===== src/rtl/ctrl_pipe_md.sv =====
// Control-word pipeline (D->E->M->W) with a multi-cycle mul/div sequencer and HI/LO interlock.
// Optional performance counters are built when CTRL_PIPE_PERF_EN is defined.
module ctrl_pipe_md #(
  parameter int unsigned CWE    = 8,
  parameter int unsigned CWM    = 4,
  parameter int unsigned CWW    = 3,
  parameter int unsigned MD_LAT = 4
) (
  input  logic                     clk,
  input  logic                     reset,
  input  logic                     validD,
  input  logic [CWW+CWM+CWE-1:0]   ctrlD,
  input  logic                     muldivD,
  input  logic                     mfD,
  input  logic                     flushE,
  input  logic                     stallD,
  output logic [CWW+CWM+CWE-1:0]   ctrlE,
  output logic [CWW+CWM-1:0]       ctrlM,
  output logic [CWW-1:0]           ctrlW,
  output logic                     validE,
  output logic                     validM,
  output logic                     validW,
  output logic                     muldivE,
  output logic                     md_busy,
  output logic                     md_done,
  output logic                     md_stallD,
  output logic [31:0]              perf_stall,
  output logic [31:0]              perf_retire
);

  localparam int unsigned CW   = CWW + CWM + CWE;
  localparam int unsigned CWMW = CWW + CWM;
  localparam logic [3:0]  MD_LAT_C = 4'(MD_LAT);

  logic [CW-1:0]   ctrl_e_q,   ctrl_e_d;
  logic            valid_e_q,  valid_e_d;
  logic            muldiv_e_q, muldiv_e_d;
  logic [CWMW-1:0] ctrl_m_q,   ctrl_m_d;
  logic            valid_m_q,  valid_m_d;
  logic [CWW-1:0]  ctrl_w_q,   ctrl_w_d;
  logic            valid_w_q,  valid_w_d;
  logic [3:0]      cnt_q,      cnt_d;
  logic            md_start;
  logic            busy;
  logic            stall_md;
  logic            accept;

  // NOTE: every signal written here gets a default first, so no path can infer a latch.
  always_comb begin
    md_start   = valid_e_q & muldiv_e_q;
    busy       = (cnt_q != 4'd0) | md_start;
    // Only registered state and D inputs feed the stall, never flushE/stallD.
    stall_md   = validD & (muldivD | mfD) & busy;
    accept     = ~(flushE | stallD | stall_md);

    ctrl_e_d   = '0;
    valid_e_d  = 1'b0;
    muldiv_e_d = 1'b0;
    if (accept) begin
      ctrl_e_d   = ctrlD;
      valid_e_d  = validD;
      muldiv_e_d = muldivD;
    end

    ctrl_m_d  = ctrl_e_q[CW-1 -: CWMW];
    valid_m_d = valid_e_q;
    ctrl_w_d  = ctrl_m_q[CWMW-1 -: CWW];
    valid_w_d = valid_m_q;

    cnt_d = cnt_q;
    if (md_start) begin
      cnt_d = MD_LAT_C;
    end else if (cnt_q != 4'd0) begin
      cnt_d = cnt_q - 4'd1;
    end
  end

  // NOTE: state registers use non-blocking assignments so all flops update from pre-edge values.
  always_ff @(posedge clk or negedge reset) begin
    if (!reset) begin
      ctrl_e_q   <= '0;
      valid_e_q  <= 1'b0;
      muldiv_e_q <= 1'b0;
      ctrl_m_q   <= '0;
      valid_m_q  <= 1'b0;
      ctrl_w_q   <= '0;
      valid_w_q  <= 1'b0;
      cnt_q      <= 4'd0;
    end else begin
      ctrl_e_q   <= ctrl_e_d;
      valid_e_q  <= valid_e_d;
      muldiv_e_q <= muldiv_e_d;
      ctrl_m_q   <= ctrl_m_d;
      valid_m_q  <= valid_m_d;
      ctrl_w_q   <= ctrl_w_d;
      valid_w_q  <= valid_w_d;
      cnt_q      <= cnt_d;
    end
  end

`ifdef CTRL_PIPE_PERF_EN
  logic [31:0] perf_stall_q,  perf_stall_d;
  logic [31:0] perf_retire_q, perf_retire_d;

  always_comb begin
    perf_stall_d  = perf_stall_q;
    perf_retire_d = perf_retire_q;
    if (stall_md | stallD) perf_stall_d = perf_stall_q + 32'd1;
    if (valid_w_q)         perf_retire_d = perf_retire_q + 32'd1;
  end

  always_ff @(posedge clk or negedge reset) begin
    if (!reset) begin
      perf_stall_q  <= 32'd0;
      perf_retire_q <= 32'd0;
    end else begin
      perf_stall_q  <= perf_stall_d;
      perf_retire_q <= perf_retire_d;
    end
  end

  assign perf_stall  = perf_stall_q;
  assign perf_retire = perf_retire_q;
`else
  assign perf_stall  = 32'd0;
  assign perf_retire = 32'd0;
`endif

  assign ctrlE     = ctrl_e_q;
  assign validE    = valid_e_q;
  assign muldivE   = muldiv_e_q;
  assign ctrlM     = ctrl_m_q;
  assign validM    = valid_m_q;
  assign ctrlW     = ctrl_w_q;
  assign validW    = valid_w_q;
  assign md_busy   = busy;
  assign md_done   = (cnt_q == 4'd1);
  assign md_stallD = stall_md;

endmodule


===== config.mk =====
export PLATFORM = sky130hd
export DESIGN_NAME = ctrl_pipe_md
export DESIGN_NICKNAME = d
export VERILOG_FILES = /design/src/rtl/ctrl_pipe_md.sv
export SDC_FILE = /design/constraint.sdc
export NUM_CORES = 1
export LEC_CHECK = 0
export ABC_AREA = 1
export ABC_CLOCK_PERIOD_IN_PS = 2700
export CAP_MARGIN = 20
export CORE_MARGIN = 5
export CORE_UTILIZATION = 30
export CTS_CLUSTER_SIZE = 12
export DETAILED_ROUTE_END_ITERATION = 8
export PLACE_DENSITY = 0.68
export SKIP_LAST_GASP = 1
export SYNTH_ARGS = -nofsm -noshare
export SYNTH_HDL_FRONTEND = slang
export SYNTH_SLANG_ARGS = --single-unit

===== constraint.sdc =====
create_clock -name clk -period 2.7 [get_ports clk]
set_input_delay 0.405 -clock clk [delete_from_list [all_inputs] [get_ports clk]]
set_output_delay 0.405 -clock clk [all_outputs]
set_load 0.05 [all_outputs]

### After elaboration in Yosys (flattened, before gate mapping)

Cells that the tools add are included.

* muxes and demuxes: 5
* bitwise gates (word level): 7
* $add $sub $neg: 1
* equal/unequal tests: 1
* reductions and logical operators: 2

Operators with widths (count)
* two-way mux 15 bit: 1
* two-way mux 4 bit: 2
* equality test 4 x 1 -> 1 bit (second input constant): 1
* OR 1 bit: 4
* nonzero test 4 bit: 1
* subtractor 4 x 1 -> 4 bit (second input constant): 1
* bitwise AND 1 bit: 3
* two-way mux 1 bit: 2
* nonzero test 2 bit: 1

* output and inout port bits: 96
* input port bits: 22
* logic and storage cells: 24
* register bits: 33

### Logic depth before layout (Yosys ltp)

Gate-level depths: netlist of run 1.

* depth in word-level cells: 5
* gate-level depth with buffers: 7
* depth with buffers taken out: 6

### Worst setup path after synthesis of run 1

No wires, ideal clock.

* path kind: reg-to-output
* from: register cnt_q[1]
* to: output md_done
* arrival time: 1.757 ns
* setup slack: 0.538 ns
* buffers on the path: 0
* data required time: 2.295 ns
* stages on the path, launching flop included: 4
* cells stage by stage: dfrtp_1 inv_1 ha_1 nor3b_1

* longest elaborated chain between the ends: 1

RTL lines
* start: declaration: RTL line 42 `logic [3:0] cnt_q, cnt_d;`
* start signal: assignment: RTL line 97 `cnt_q <= cnt_d;`
* equality test 4 x 1 -> 1 bit: RTL line 137 `assign md_done = (cnt_q == 4'd1);`
* end: declaration: RTL line 25 `output logic md_done,`

No other way between the ends.

### Final worst setup path of run 1

Same ends and word-level chain as after synthesis.

==> metrics.cfg, run 1 <==
[outcome]
status=finished, final reports clean

[cells_and_area]
drive_gt1_share_pct=10.8
nets=246
n_antenna_cell=0
ff_latch_area_um2=826
layout_common_cells=conb_1 (64), clkdlybuf4s50_1 (52), dfrtp_1 (33), inv_1 (21)
n_fill_cell=560
final_common_cell=conb_1
areaGrowthSynthToFinish_pct=25.6
multiInputGateArea_um2=567

[clock_network]
clk_latency_ps=270
clockBufferDepth=2
cts_resized=0
cts_inserted_buffers=5
root_buffer=clkbuf_8
cts_tree=yes
htree_levels=2
cts_num_sinks=33
postCtsSetupBuffers=0
clk_pin_slew_worst_paths_ps=60
hold_buffers=0

[drt]
drtIter0Drc=8
viasPerCell=3.40
ant_nets=0
drt_pass1_iterations=4
wirelength_um=2780
via_count=999
drcViolationCount=0
avgRoutedWirePerCell_um=9.46

[global_route]
grt_use_met3_pct=3.27
grtUsageMet1_pct=7.20
grtUsageMet2_pct=12.3
grt_pass1_vias=930
grt-busiest-layer=met2
grt_max_degree=34
grt_overflow=0
track_usage_pct=7.26
grt_pass1_wl_um=4130
antenna_found_initial=0

[power_and_ir_drop]
p_clk_share_pct=21.8
switching_share_pct=42.6
powerDensity_mw_per_mm2=713
leakage_uw=0.00114
ir_worst_vdd_uv=330
p_sw_uw=661
comb_power_share_pct=40.3
p_int_uw=892
p_seq_share_pct=37.9

[timing]
min_period_ps=2340
slew_viol_final=0
slew_headroom_pct=65.2
rsz0062_at_grt=false
period_share_pct=86.7
clock_skew_ps=2.20
finalSetupTns_ps=0
hold_viol=0
worstMarginPinSlew_ps=521
hold_ws_ps=370
setup_viol=0
timing.fmax_mhz=427

[yosys]
synth_seq_cells=33
synth_top_family_by_area=buffers and inverters
ys_types=19
muxShareOfSynthArea_pct=0
synth-simple-area-share_pct=14.4
synth-xor-area-share_pct=0.505
mappedNetlistArea_mm2=0.00174
yosysWarningCount=0
synth_compound_area_share_pct=1.73
seq_area_frac_synth_pct=47.6
synth_fa_ha_area_share_pct=2.16
syn_area_per_cell_um2=10.7
netlist_instances=162

[run]
maxCapViolCount=0

[die]
initial_utilization_pct=31.1
dieHeight_um=86.1
ios=118
coreArea_mm2=0.00557
row_count=27
die_w_um=86.1
die_area_mm2=0.00741

[worst_setup_path]
critPathRequiredTime_ps=2300
cp_max_fo=6
cp.arrival_ps=1940
start_kind=register
end_kind=output pin
r2r_cells=6
reg2reg_from=cnt_q[0]$_DFFE_PN0P_
reg2reg_slack_ps=1290
critPathKind=reg2out
r2r_end=ctrlE[2]$_DFF_PN0_

[hold_path]
worstHoldStart=ctrlM[5]$_DFF_PN0_
holdPathStages=0
hold_path_end=ctrlW[1]$_DFF_PN0_
hold_path.class=reg2reg

[placed_design]
io_buffers=53
globalplace.congestion=0.697
hpwl_um=2310

logic make-up after synthesis:
| group | count (synthesis) |
|---|---|
| buf+inv | 86 |
| simple gates | 33 |
| flops | 33 |
| compound gates | 5 |
| fa+ha+maj | 3 |
| xor+xnor | 1 |
| other cells | 1 |
sequential cells by signal (all words and copies together) (netlist names):
| register | flops |
|---|---|
| validE | 1 |
| validM | 1 |
| muldivE | 1 |
| ctrlE | 15 |
| ctrlW | 3 |
| ctrlM | 7 |
| cnt_q | 4 |
| validW | 1 |
layer usage:
metal | part of all wire (%) | wire length [µm] | vias up
li1 | - | - | 470
met1 | 31 | 856 | 458
met2 | 54 | 1490 | 64
met3 | 13 | 360 | 7
met4 | 2.5 | 70 | 0
met5 | 0 | 0 | -
power by group through the flow:
stage          registers [µW]  logic (µW)  clock network (µW)
2_1_floorplan             668         496                   0
3_3_place_gp              595         623                   0
3_5_place_dp              598         629                   0
4_1_cts                   589         631                 359
5_1_grt                   597         670                 376
6_report                  588         626                 339
per-stage QoR:
stage          setup slack (ps)  area [µm²]  utilization, %  total power (µW)  std cells
2_1_floorplan               538        1970               -              1160        225
3_3_place_gp                667        2100            37.6              1220        286
3_5_place_dp                657        2100            37.6              1230        286
4_1_cts                     335        2180            39.1              1580        294
5_1_grt                     225        2180            39.1              1640        294
6_report                    358        2180            39.1              1550        294
cells in the mapped netlist (all sizes together):
cell type / count / area, µm²
nor3b: 1 / 7.51
a21oi: 1 / 5.00
xnor2: 1 / 8.76
nand4: 1 / 6.26
nor2: 22 / 165
o21ai: 2 / 10.0
inv: 21 / 78.8
ha: 3 / 37.5
buf: 65 / 500
dfrtp: 33 / 826
o21bai: 1 / 7.51
a21boi: 1 / 7.51
nand3: 2 / 22.5
nand2: 7 / 48.8
conb: 1 / 3.75
worst max-delay path, stage by stage, from the launching register on:
cell and delay (ps):
dfrtp_1 350, inv_1 150, ha_1 170, nor3b_1 170, clkdlybuf4s50_1 830
how the worst max path moves through the flow:
stage | start | cells after the start | end
final | cnt_q[1]$_DFFE_PN0P_ | 4 | md_done
after detailed placement | cnt_q[0]$_DFFE_PN0P_ | 4 | md_busy
after global placement | cnt_q[1]$_DFFE_PN0P_ | 4 | md_done
after global routing | cnt_q[1]$_DFFE_PN0P_ | 4 | md_done
after CTS | cnt_q[1]$_DFFE_PN0P_ | 4 | md_done
after floorplan | cnt_q[1]$_DFFE_PN0P_ | 3 | md_done
layout make-up:
type                            count  share of cell area (%)
Timing Repair Buffer               54                    24.6
Multi-Input combinational cell    106                    26.0
Tap cell                           72                    4.13
Sequential cell                    33                    37.9
Clock inverter                      2                   0.459
Clock buffer                        6                    3.33
Inverter                           21                    3.62
No activity file was read; power rests on OpenSTA's default activity.
==> run 2, diff against run 1 <==
--- a/config.mk
+++ b/config.mk
@@ -13,7 +13,6 @@
 export CTS_CLUSTER_SIZE = 12
 export DETAILED_ROUTE_END_ITERATION = 8
 export PLACE_DENSITY = 0.68
-export SKIP_LAST_GASP = 1
 export SYNTH_ARGS = -nofsm -noshare
 export SYNTH_HDL_FRONTEND = slang
 export SYNTH_SLANG_ARGS = --single-unit
==> results of run 2 <==
No change in the layout: final DEF, timing and power equal those of run 1.
==> RTL edit: new RTL, flow settings as in run 1 <==
The parameter `CWW` goes from 3 to 2.
--- a/src/rtl/ctrl_pipe_md.sv
+++ b/src/rtl/ctrl_pipe_md.sv
@@ -5,3 +5,3 @@
   parameter int unsigned CWM    = 4,
-  parameter int unsigned CWW    = 3,
+  parameter int unsigned CWW    = 2,
   parameter int unsigned MD_LAT = 4
Interface: changed (resized ctrlD, ctrlE, ctrlM and ctrlW); port bits go from 118 to 114. The function was not compared with the original's and may differ.
==> RTL edit against run 1 <==
Design area shrank 5.5%; non-clock buffer count shrank 4; total power shrank 2.5%; synthesized area shrank 5.0%; global-route usage grew 0.25 points; worst setup slack lost 0.021 ns; hold slack is essentially flat; wire length shrank 3.0%; sequential cell count shrank 3; critical endpoint unchanged; largest power group unchanged.
==> RTL edit: results <==
[placed_design]
post-dp-hpwl_um = 2220
globalplace.congestion = 0.772
preCtsSetupSlack_ns = 0.639
port-buffer-count = 49
dp.cells = 277

[yosys]
ys_warn_count = 0
seq_area_frac_synth_pct = 45.6
synth_cells = 157
synth_cell_types = 20
synth_common_cells = buf_4, dfrtp_1, inv_1
ys.flop_type = dfrtp_1
synthTopCellsByArea = dfrtp_1, buf_4, nor2_4, inv_1, ha_1
postSynth.asyncResetShare_pct = 100

[sta]
fin_worst_skew_ns = 0.00330
maxSlewHeadroom_pct = 64.5

[cells_and_area]
drive_gt1_share_pct = 11.3
largest_reg_flops = 14
layout.cells.non_filler = 285
num-multi-input-gates = 105
clkbuf_count = 7
n_antenna_cell = 0
regArea_um2 = 751
clk_share_pct = 4.43
nets = 236
buf_share_pct = 24.0
inv_count = 20
num-fill-cells = 553
multi_input_area_um2 = 558
n_all_buffers = 50

[detailed_routing]
drtIter0Drc = 35
wl_um = 2700
met2WireLength_um = 1370
routed.top_layer = met4
drt-pass1-iter-count = 2
vias = 927
wl_met3_um = 301
drt-met1-wl_um = 953

[cts]
clkSinkCount = 30
cts_resized = 0
clk_path_buf_depth = 2
htree_levels = 2
postCtsSetupBuffers = 0
insertion_delay_ns = 0.27
ctsRootBufferMaster = clkbuf_8

[status]
run_status = complete, no violations

[global_route]
grt_use_met2_pct = 12.1
first_global_vias = 918
grt_max_degree = 31
grt_use_total_pct = 7.51
antenna_found_initial = 0
grtUsageMet3_pct = 2.37
grt_pass1_wl_um = 4220
gr-usage-met1_pct = 8.42

[worst_setup_path]
critical_path.max_fanout = 6
arrival_ns = 1.96

[power_and_ir_drop]
static-leakage-power_uw = 0.00107
ir_worst_vdd_mv = 0.318

[hold_path]
min_path_type = reg -> reg
## RTL edit: cell types whose count changed after synthesis
cell,run 1,this run
dfrtp_1,33,30
inv_1,21,20
nand2_2,0,1
nand2_4,3,2
nor2_1,11,10
## RTL edit: cell families after synthesis
group / Yosys count / synth area share [%]
DFF: 30 / 45.6
and+or+nand+nor: 32 / 14.7
AOI/OAI and AO/OA: 5 / 1.82
adders and majority gates: 3 / 2.28
xor gates and xnor gates: 1 / 0.532
buffers and inverters: 85 / 34.9
other: 1 / 0.228
## RTL edit: critical path, stage by stage, from the launching register on
cell and delay, ns:
dfrtp_1 0.36, inv_1 0.17, ha_1 0.17, nor3b_1 0.17, clkdlybuf4s50_1 0.83
## RTL edit: path summary, 6_finish.rpt
path / startpoint / endpoint / slack [ns] / depth (start not counted)
max reg2reg: cnt_q[0] / ctrlE[2] / 1.27 / 6
max: cnt_q[1] / md_done / 0.34 / 4
min reg2reg: ctrlE[10] / ctrlM[2] / 0.37 / 0
max in group asynchronous: reset / ctrlE[9] / 1.91 / 2
min in group asynchronous: reset / cnt_q[0] / 0.52 / 2
min: ctrlE[10] / ctrlM[2] / 0.37 / 0
## RTL edit: power by group
group	switching [uW]	leakage [uW]	internal, uW
Combinational	460	0.000621	160
Sequential	40.7	0.000402	502
Clock	147	0.0000482	205
Total	648	0.00107	867
## RTL edit: stage by stage
stage	instance area, um^2	util, %	power [uW]	hold WS, ns
after floorplan	1880	-	1110	0.109
after global placement	1970	36.4	1160	0.358
after detailed placement	1970	36.4	1170	0.362
after CTS	2060	38.1	1530	0.375
after global routing	2060	38.1	1600	0.390
final	2060	38.1	1510	0.369
